--- config.mk ---
export PLATFORM = sky130hd
export DESIGN_NAME = axi4_lite_fanout_rd
export DESIGN_NICKNAME = d
export VERILOG_FILES = /design/src/rtl/axi4_lite_fanout_rd.sv
export SDC_FILE = /design/constraint.sdc
export NUM_CORES = 1
export LEC_CHECK = 0
export ABC_CLOCK_PERIOD_IN_PS = 8200
export BUFFER_PORTS_ARGS = -buffer_cell sky130_fd_sc_hd__buf_2
export CAP_MARGIN = 20
export CORE_MARGIN = 5
export CORE_UTILIZATION = 30
export DETAILED_ROUTE_END_ITERATION = 8
export PLACE_DENSITY = 0.69
export SLEW_MARGIN = 40
export SYNTH_ARGS = -nofsm -noshare
export SYNTH_HDL_FRONTEND = slang
export SYNTH_SLANG_ARGS = --single-unit
--- constraint.sdc ---
create_clock -name aclk -period 8.2 [get_ports aclk]
set_clock_uncertainty 0.1 [all_clocks]
set_input_delay 0.41 -clock aclk [delete_from_list [all_inputs] [get_ports aclk]]
set_output_delay 0.41 -clock aclk [all_outputs]
set_load 0.005 [all_outputs]
--- src/rtl/axi4_lite_fanout_rd.sv ---
// AXI4-Lite read fanout: routes each read to one of two slaves by address and returns R beats in issue order.
// Define AXI4_LITE_FANOUT_RD_R_REG_EN to register the R path through a 2-entry skid buffer.

module axi4_lite_fanout_rd #(
    parameter int           A = 32,
    parameter int           N = 4,
    parameter logic [A-1:0] M = A'(32'h8000_0000),
    parameter int           D = 4
) (
    input  logic                  aclk,
    input  logic                  areset,
    input  logic [A-1:0]          s_araddr,
    input  logic [2:0]            s_arprot,
    input  logic                  s_arvalid,
    output logic                  s_arready,
    output logic [8*N-1:0]        s_rdata,
    output logic [1:0]            s_rresp,
    output logic                  s_rvalid,
    input  logic                  s_rready,
    output logic [1:0][A-1:0]     m_araddr,
    output logic [1:0][2:0]       m_arprot,
    output logic [1:0]            m_arvalid,
    input  logic [1:0]            m_arready,
    input  logic [1:0][8*N-1:0]   m_rdata,
    input  logic [1:0][1:0]       m_rresp,
    input  logic [1:0]            m_rvalid,
    output logic [1:0]            m_rready
);

    localparam int CW = $clog2(D) + 1;

    typedef enum logic [3:0] {
        IDLE  = 4'b0001,
        LO    = 4'b0010,
        HI    = 4'b0100,
        FLUSH = 4'b1000
    } state_t;

    state_t          state, next_state;
    logic            full, hold_lo;
    logic [A-1:0]    hold_addr;
    logic [2:0]      hold_prot;
    logic [CW-1:0]   cnt;
    logic            sel_q, sel;
    logic            s_ar_hs, ar_hs, r_hs, drained, issue_ok;

    assign s_arready = ~full & ~areset;
    assign s_ar_hs   = s_arvalid & s_arready;
    assign ar_hs     = |(m_arvalid & m_arready);
    assign r_hs      = s_rvalid & s_rready;
    // AR issue can never coincide with reaching zero, so only the R side matters here
    assign drained   = (cnt - CW'(r_hs)) == '0;
    assign issue_ok  = full & ~areset & (cnt < CW'(D));

    assign m_araddr = {hold_addr, hold_addr};
    assign m_arprot = {hold_prot, hold_prot};

    always_comb begin
        sel = sel_q;
        if (state == LO) sel = 1'b0;
        else if (state == HI) sel = 1'b1;
    end

    always_comb begin
        next_state = state;
        case (state)
            IDLE:    if (full) next_state = hold_lo ? LO : HI;
            LO, HI: begin
                if (full) begin
                    if (hold_lo != (state == LO)) next_state = FLUSH;
                end else if (drained) begin
                    next_state = IDLE;
                end
            end
            FLUSH:   if (drained) next_state = full ? (hold_lo ? LO : HI) : IDLE;
            default: next_state = IDLE;
        endcase
    end

    always_comb begin
        m_arvalid    = '0;
        m_arvalid[0] = issue_ok & (next_state == LO);
        m_arvalid[1] = issue_ok & (next_state == HI);
    end

    always_ff @(posedge aclk) begin
        if (areset) begin
            state <= IDLE;
            cnt   <= '0;
            full  <= 1'b0;
            sel_q <= 1'b0;
        end else begin
            state <= next_state;
            sel_q <= sel;
            if (s_ar_hs) full <= 1'b1;
            else if (ar_hs) full <= 1'b0;
            case ({ar_hs, r_hs})
                2'b10:   cnt <= cnt + 1'b1;
                2'b01:   cnt <= cnt - 1'b1;
                default: cnt <= cnt;
            endcase
        end
    end

    always_ff @(posedge aclk) begin
        if (s_ar_hs) begin
            hold_addr <= s_araddr;
            hold_prot <= s_arprot;
            hold_lo   <= (s_araddr < M);
        end
    end

`ifdef AXI4_LITE_FANOUT_RD_R_REG_EN
    logic [1:0][8*N-1:0] buf_data;
    logic [1:0][1:0]     buf_resp;
    logic                wr_ptr, rd_ptr;
    logic [1:0]          buf_cnt;
    logic                buf_accept, push, pop;

    // only accept beats for reads still owed by a slave, so stray responses are refused
    assign buf_accept = ~areset & (buf_cnt != 2'd2) & (CW'(buf_cnt) < cnt);
    assign push       = m_rvalid[sel] & buf_accept;
    assign pop        = s_rvalid & s_rready;
    assign s_rvalid   = ~areset & (buf_cnt != 2'd0);
    assign s_rdata    = buf_data[rd_ptr];
    assign s_rresp    = buf_resp[rd_ptr];

    always_comb begin
        m_rready      = '0;
        m_rready[sel] = buf_accept;
    end

    always_ff @(posedge aclk) begin
        if (areset) begin
            wr_ptr  <= 1'b0;
            rd_ptr  <= 1'b0;
            buf_cnt <= 2'd0;
        end else begin
            if (push) wr_ptr <= ~wr_ptr;
            if (pop) rd_ptr <= ~rd_ptr;
            buf_cnt <= buf_cnt + {1'b0, push} - {1'b0, pop};
        end
    end

    always_ff @(posedge aclk) begin
        if (push) begin
            buf_data[wr_ptr] <= m_rdata[sel];
            buf_resp[wr_ptr] <= m_rresp[sel];
        end
    end
`else
    logic live;

    // with nothing outstanding the selected port is closed, so stray beats are refused
    assign live     = ~areset & (cnt != '0);
    assign s_rvalid = live & m_rvalid[sel];
    assign s_rdata  = m_rdata[sel];
    assign s_rresp  = m_rresp[sel];

    always_comb begin
        m_rready      = '0;
        m_rready[sel] = live & s_rready;
    end
`endif

endmodule

# Yosys cells after proc, flatten, opt, wreduce, memory -nomap -nowiden
# Index checks and enable logic that the tools add are counted.
# Widths: inputs -> output; s select.
dict set report word_totals {
  regBits 45
  elab_cells 65
  output_inout_bits 110
}
dict set report classes {
  eq_ne 9
  n_bitwise 14
  addsub 3
  n_reduce_logical 7
  muxes 21
  n_lt_le_gt_ge 4
}
# operator count
set ops {}
lappend ops {{$mux 32} 2}
lappend ops {{$lt 32x32->1 const B} 1}
lappend ops {{$mux 4} 5}
lappend ops {{$pmux 4 s3} 1}
lappend ops {{$and 1x1->1} 10}
lappend ops {{$eq 4x2->1 const B} 2}
lappend ops {{$eq 4x3->1 const B} 2}
lappend ops {{$mux 1} 7}
lappend ops {{$mux 3} 2}
lappend ops {{$pmux 3 s2} 1}
lappend ops {{$and 2x2->2} 2}
lappend ops {{$eq 4x1->1 const B} 1}
lappend ops {{$eq 4x4->1 const B} 1}
lappend ops {{$mux 2} 2}
lappend ops {{$reduce_bool 2->1} 2}
lappend ops {{$reduce_or 2->1} 2}
lappend ops {{$add 3x1->3 const B} 1}
lappend ops {{$logic_not 3->1} 1}
lappend ops {{$lt 3x3->1 const B} 1}
lappend ops {{$reduce_bool 3->1} 1}
lappend ops {{$sub 3x1->3} 1}
lappend ops {{$sub 3x1->3 const B} 1}
lappend ops {{$eq 2x1->1 const B} 1}
lappend ops {{$eq 2x2->1 const B} 1}
lappend ops {{other kinds (6)} 7}

# Logic depth before layout (Yosys ltp)
dict set report depth {
  word_depth 18
  mapped_depth 19
}

# Least setup slack after synthesis
# OpenSTA, ideal clock, no wires.
dict set report synth_path {
  path_type {flip-flop to flip-flop}
  startpoint {reg state[3]}
  endpoint {reg cnt[2]}
  path_buffers 2
  period_less_slack_ps 4021
  path_stages_with_launch 19
  slack_ps 4179
  arrival_time_ps 3850
  cell_sequence {dfxtp_1 -> buf_2 -> o31ai_1 -> o21a_1 -> buf_2 -> mux2i_1 -> and3b_1 -> ha_1 -> nor2b_1 -> and3_4 -> or2_0 -> a32o_1 -> a21oi_1 -> ha_1 -> inv_1 -> fa_1 -> xor2_1 -> or3_2 -> a21oi_1}
}
dict set report synth_between {
  elab_chain_cells 18
}
# element line_no
set synth_lines {}
lappend synth_lines {{start: declaration} 39} ;# state_t state, next_state;
lappend synth_lines {{start signal: assignment} 93} ;# state <= next_state;
lappend synth_lines {{$eq 4x3->1} {61, 66}}
lappend synth_lines {{$mux 1} 61} ;# else if (state == HI) sel = 1'b1;
lappend synth_lines {{$mux 1} 60} ;# if (state == LO) sel = 1'b0;
lappend synth_lines {{$mux 1 (not written as such) (2 in series)} 156} ;# assign s_rvalid = live & m_rvalid[sel];
lappend synth_lines {{$and 1x1->1} 156}
lappend synth_lines {{$and 1x1->1} 50} ;# assign r_hs = s_rvalid & s_rready;
lappend synth_lines {{$sub 3x1->3} 52} ;# assign drained = (cnt - CW'(r_hs)) == '0;
lappend synth_lines {{$logic_not 3->1} 52}
lappend synth_lines {{$mux 4} 71} ;# end else if (drained) begin
lappend synth_lines {{$mux 4} 69} ;# if (full) begin
lappend synth_lines {{$pmux 4 s3} 66} ;# case (state)
lappend synth_lines {{$eq 4x2->1 / $eq 4x3->1 (equally long branches)} {82, 83}}
lappend synth_lines {{$and 1x1->1 (on tied branches)} {82, 83}}
lappend synth_lines {{$and 2x2->2} 49} ;# assign ar_hs = |(m_arvalid & m_arready);
lappend synth_lines {{$reduce_or 2->1} 49}
lappend synth_lines {{$eq 2x1->1 / $eq 2x2->1 (equally long branches)} 97} ;# case ({ar_hs, r_hs})
lappend synth_lines {{$pmux 3 s2 / $reduce_bool 2->1 (equally long branches)} --}
lappend synth_lines {{end signal: assignment} 98} ;# 2'b10: cnt <= cnt + 1'b1;
lappend synth_lines {{end signal: assignment} 99} ;# 2'b01: cnt <= cnt - 1'b1;
lappend synth_lines {{end signal: assignment} 100} ;# default: cnt <= cnt;
lappend synth_lines {{end: declaration} 43} ;# logic [CW-1:0] cnt;
# Parallel ways exist; a longest one is shown, timed or not. The select of a mux whose other input is x is not followed.
# A chain may end at the register's enable or synchronous reset.

# Final worst setup path
dict set report layout_path {
  startpoint {reg state[0]}
  endpoint {reg cnt[2]}
}
# Same word-level chain as after synthesis.

==> qor.csv <==
stage,metric,value,unit
outcome,status,"complete, no violations",
critical_path,Crit-path slowest cell,dfxtp_1,
placement,global placement routability congestion,0.7682,
critical_path,crit path cell chain,nor2_1 -> a21oi_1 -> o21a_1 -> buf_4 -> mux2i_1 -> and3b_1 -> ha_1 -> nor2b_1 -> and3_4 -> or2_0 -> a32o_1 -> a21oi_1 -> ha_1 -> inv_1 -> fa_1 -> xor2_1 -> or3_2 -> a21oi_1,
floorplan,Initial Util,30.56,%
global_routing,largest net degree at the start of global routing,39,
floorplan,die width,101.3,um
timing,Worst slew margin,59.42,%
synth,top_reg_cell synth,edfxtp_1,
pwr,PD cells,158.6,nW/um^2
cts,setup bufs post-CTS,0,
pwr,leakage power,1.662,nW
synth,Synth Cell Area,2499,um^2
timing,Max Transition Viols Final,0,
synth,"Seq/Total Area, Yosys",50.48,%
layout,sequential cell area,1261,um^2
floorplan,core area,8175,um^2
cts,Worst-path clk slew,0.09,ns
layout,area of the multi-input gates,900.9,um^2
route,"antenna viol nets, final",0,
route,Routed WL per cell,13.75,um
synth,Synth Net Count,316,
layout,Fillers,793,
layout,area delta synth->final,41.81,%
layout,Final Net Count,500,
synth,Post-synth EDFFs,36,
pwr,Total Power,0.0005620,W
floorplan,Die H,101.3,um
timing,worst slew pin tran,0.6002,ns
synth,dominant cell type by area after synthesis,edfxtp_1,
synth,synth top area cells,"edfxtp_1 43%, mux2_2 15%, buf_4 11%, dfxtp_1 7.2%, nor2_1 2.7%",
cts,clk_lat worst skew,0.29,ns
layout,share of layout cells above drive strength 1,70.54,%
synth,Mean Syn Cell Area,12.37,um^2
placement,count of buffers from port buffering,220,
critical_path,worst-path maximum fanout,38,
global_routing,initial antenna violation count,0,
critical_path,crit path from,state[0],
route,Residual DRC,0,
critical_path,Crit path largest cell delay,0.53,ns
route,drt pass-1 iters,4,
synth,YS warnings,0,
route,total wire length,6766,um
cts,clock sinks,45,
floorplan,die area,10250,um^2
critical_path,CP arrival,4.69,ns
critical_path,R2R Setup Slk,3.65,ns
synth,Synth top cells by count,"37 x buf_4, 36 x edfxtp_1, 34 x mux2_2",
timing,min Tclk post-route,4.548,ns
min_path,Hold Crit Class,in2reg,
cts,CTS root buffer,clkbuf_8,
route,via count,2172,
layout,post-route cell area,3543,um^2
synth,"count leader, synth",buf_4,
cts,CTS tree,done,
global_routing,total gr overflow,0,
pwr,maximum vdd drop,0.06836,mV
min_path,HP Start,s_araddr[13],
global_routing,vias in the first global route,2204,
critical_path,CP Capture Type,register,
timing,Final Hold Vio Count,0,
synth,Yosys reg bits,45,
floorplan,I/O pin count,221,
cts,CTS Buffer Depth,2,
global_routing,GRT Total Usage,11.99,%
timing,setup violators final,0,
synth,Post-Syn Instances,202,
synth,asr flop ratio synth,0,%
timing,Final Worst Setup Slack,3.652,ns
global_routing,first-pass GRT wire length,9742,um
timing,final period utilization,55.46,%
placement,dpl ws,3.658,ns
cts,CTS resizes,0,
critical_path,WP data required,8.34,ns
critical_path,R2R Path Start,state[0],
synth,Yosys cell types,45,
cts,hold buffers post-CTS,0,
route,1st-iter DRT viols,31,
cts,number of buffers created by CTS,5,
timing,TNS Setup,0,ns
placement,HPWL after detailed placement,5833,um
timing,Fmax,0.2199,GHz
timing,RSZ-0062 raised after global routing,false,
floorplan,row count,33,
cts,H-tree depth,2,
layout,antenna cells,0,
timing,Hold WS,0.1818,ns
critical_path,Crit Path Category,reg2reg,
job,Max Cap Violations,0,
route,drt via density,4.415,
synth,share of the synthesized area in the top cell type,43.26,%
placement,DP Area,3425,um^2
critical_path,cell mode on critical path,a21oi_1,
critical_path,CP Launch Type,register,
cells in the final DEF (no fill, tap or decap), types with 2 or more instances in the layout:
cell type and count:
buf_2 220, edfxtp_1 36, mux2_2 34, nor2_1 18, dfxtp_1 9, a21oi_1 5
clkbuf_8 5, inv_1 4, nor2b_1 4, o21ai_0 4, nor3_1 3, nand2_1 3
xor2_1 3, xnor2_1 2, nand2b_1 2, or4b_1 2, ha_1 2, buf_4 2
worst paths after layout:
kind                         to  depth (start not counted)
setup / recovery         cnt[2]                         18
hold / removal    hold_addr[13]                          1
setup reg to reg         cnt[2]                         18
hold reg to reg          cnt[1]                          2
worst max-delay path, delay by kind of cell, from the launching register on:
family                     cells  cell delay [ns]
and+or+nand+nor                6             1.27
AOI/OAI and AO/OA              5             0.86
adders and majority gates      3             0.85
DFF                            1             0.53
buffers and inverters          2             0.44
muxes                          1             0.26
xor gates and xnor gates       1             0.16
per-stage QoR:
| step | utilization, % | std cells |
|---|---|---|
| 3_3_place_gp | 41.89 | 484 |
| 2_1_floorplan | - | 202 |
| 3_5_place_dp | 41.89 | 484 |
| 5_1_grt | 43.34 | 492 |
| 4_1_cts | 43.34 | 492 |
| 6_report | 43.34 | 492 |
layer usage:
layer  part of all wire (%)  vias up  track usage, %
met1                     37      945           13.55
met4                    1.0        0           3.988
met5                      0        -               0
li1                       -     1062               -
met3                     11        6           2.204
met2                     51      159           22.48
cell families after synthesis:
logic type               after synthesis  share of synthesized area (%)
AO/OA/AOI/OAI                         18                          5.158
XOR/XNOR                               5                          1.753
adder cells (fa/ha/maj)                3                          1.803
buffers and inverters                 49                          13.47
flip-flops                            45                          50.48
multiplexers                          35                          15.72
AND/OR/NAND/NOR                       47                          11.62
registers in the layout (all words and copies together) (netlist names):
name       cells
sel_q          1
state          4
full           1
hold_prot      3
hold_lo        1
cnt            3
hold_addr     32
where the power goes:
group | switching, W | internal [W]
Clock | 0.0000776 | 0.0000933
Sequential | 0.00000654 | 0.000256
Combinational | 0.0000525 | 0.0000755
Total | 0.000137 | 0.000425
area by class of cell:
cell class	count	share of cell area [%]
well taps	105	3.708
clock buffers	5	1.942
multi-input cells	108	25.42
flip-flops and latches	45	35.59
clock inverters	3	1.412
inverters	4	0.4237
repair buffers	222	31.50
No activity file was read; power rests on OpenSTA's default activity.
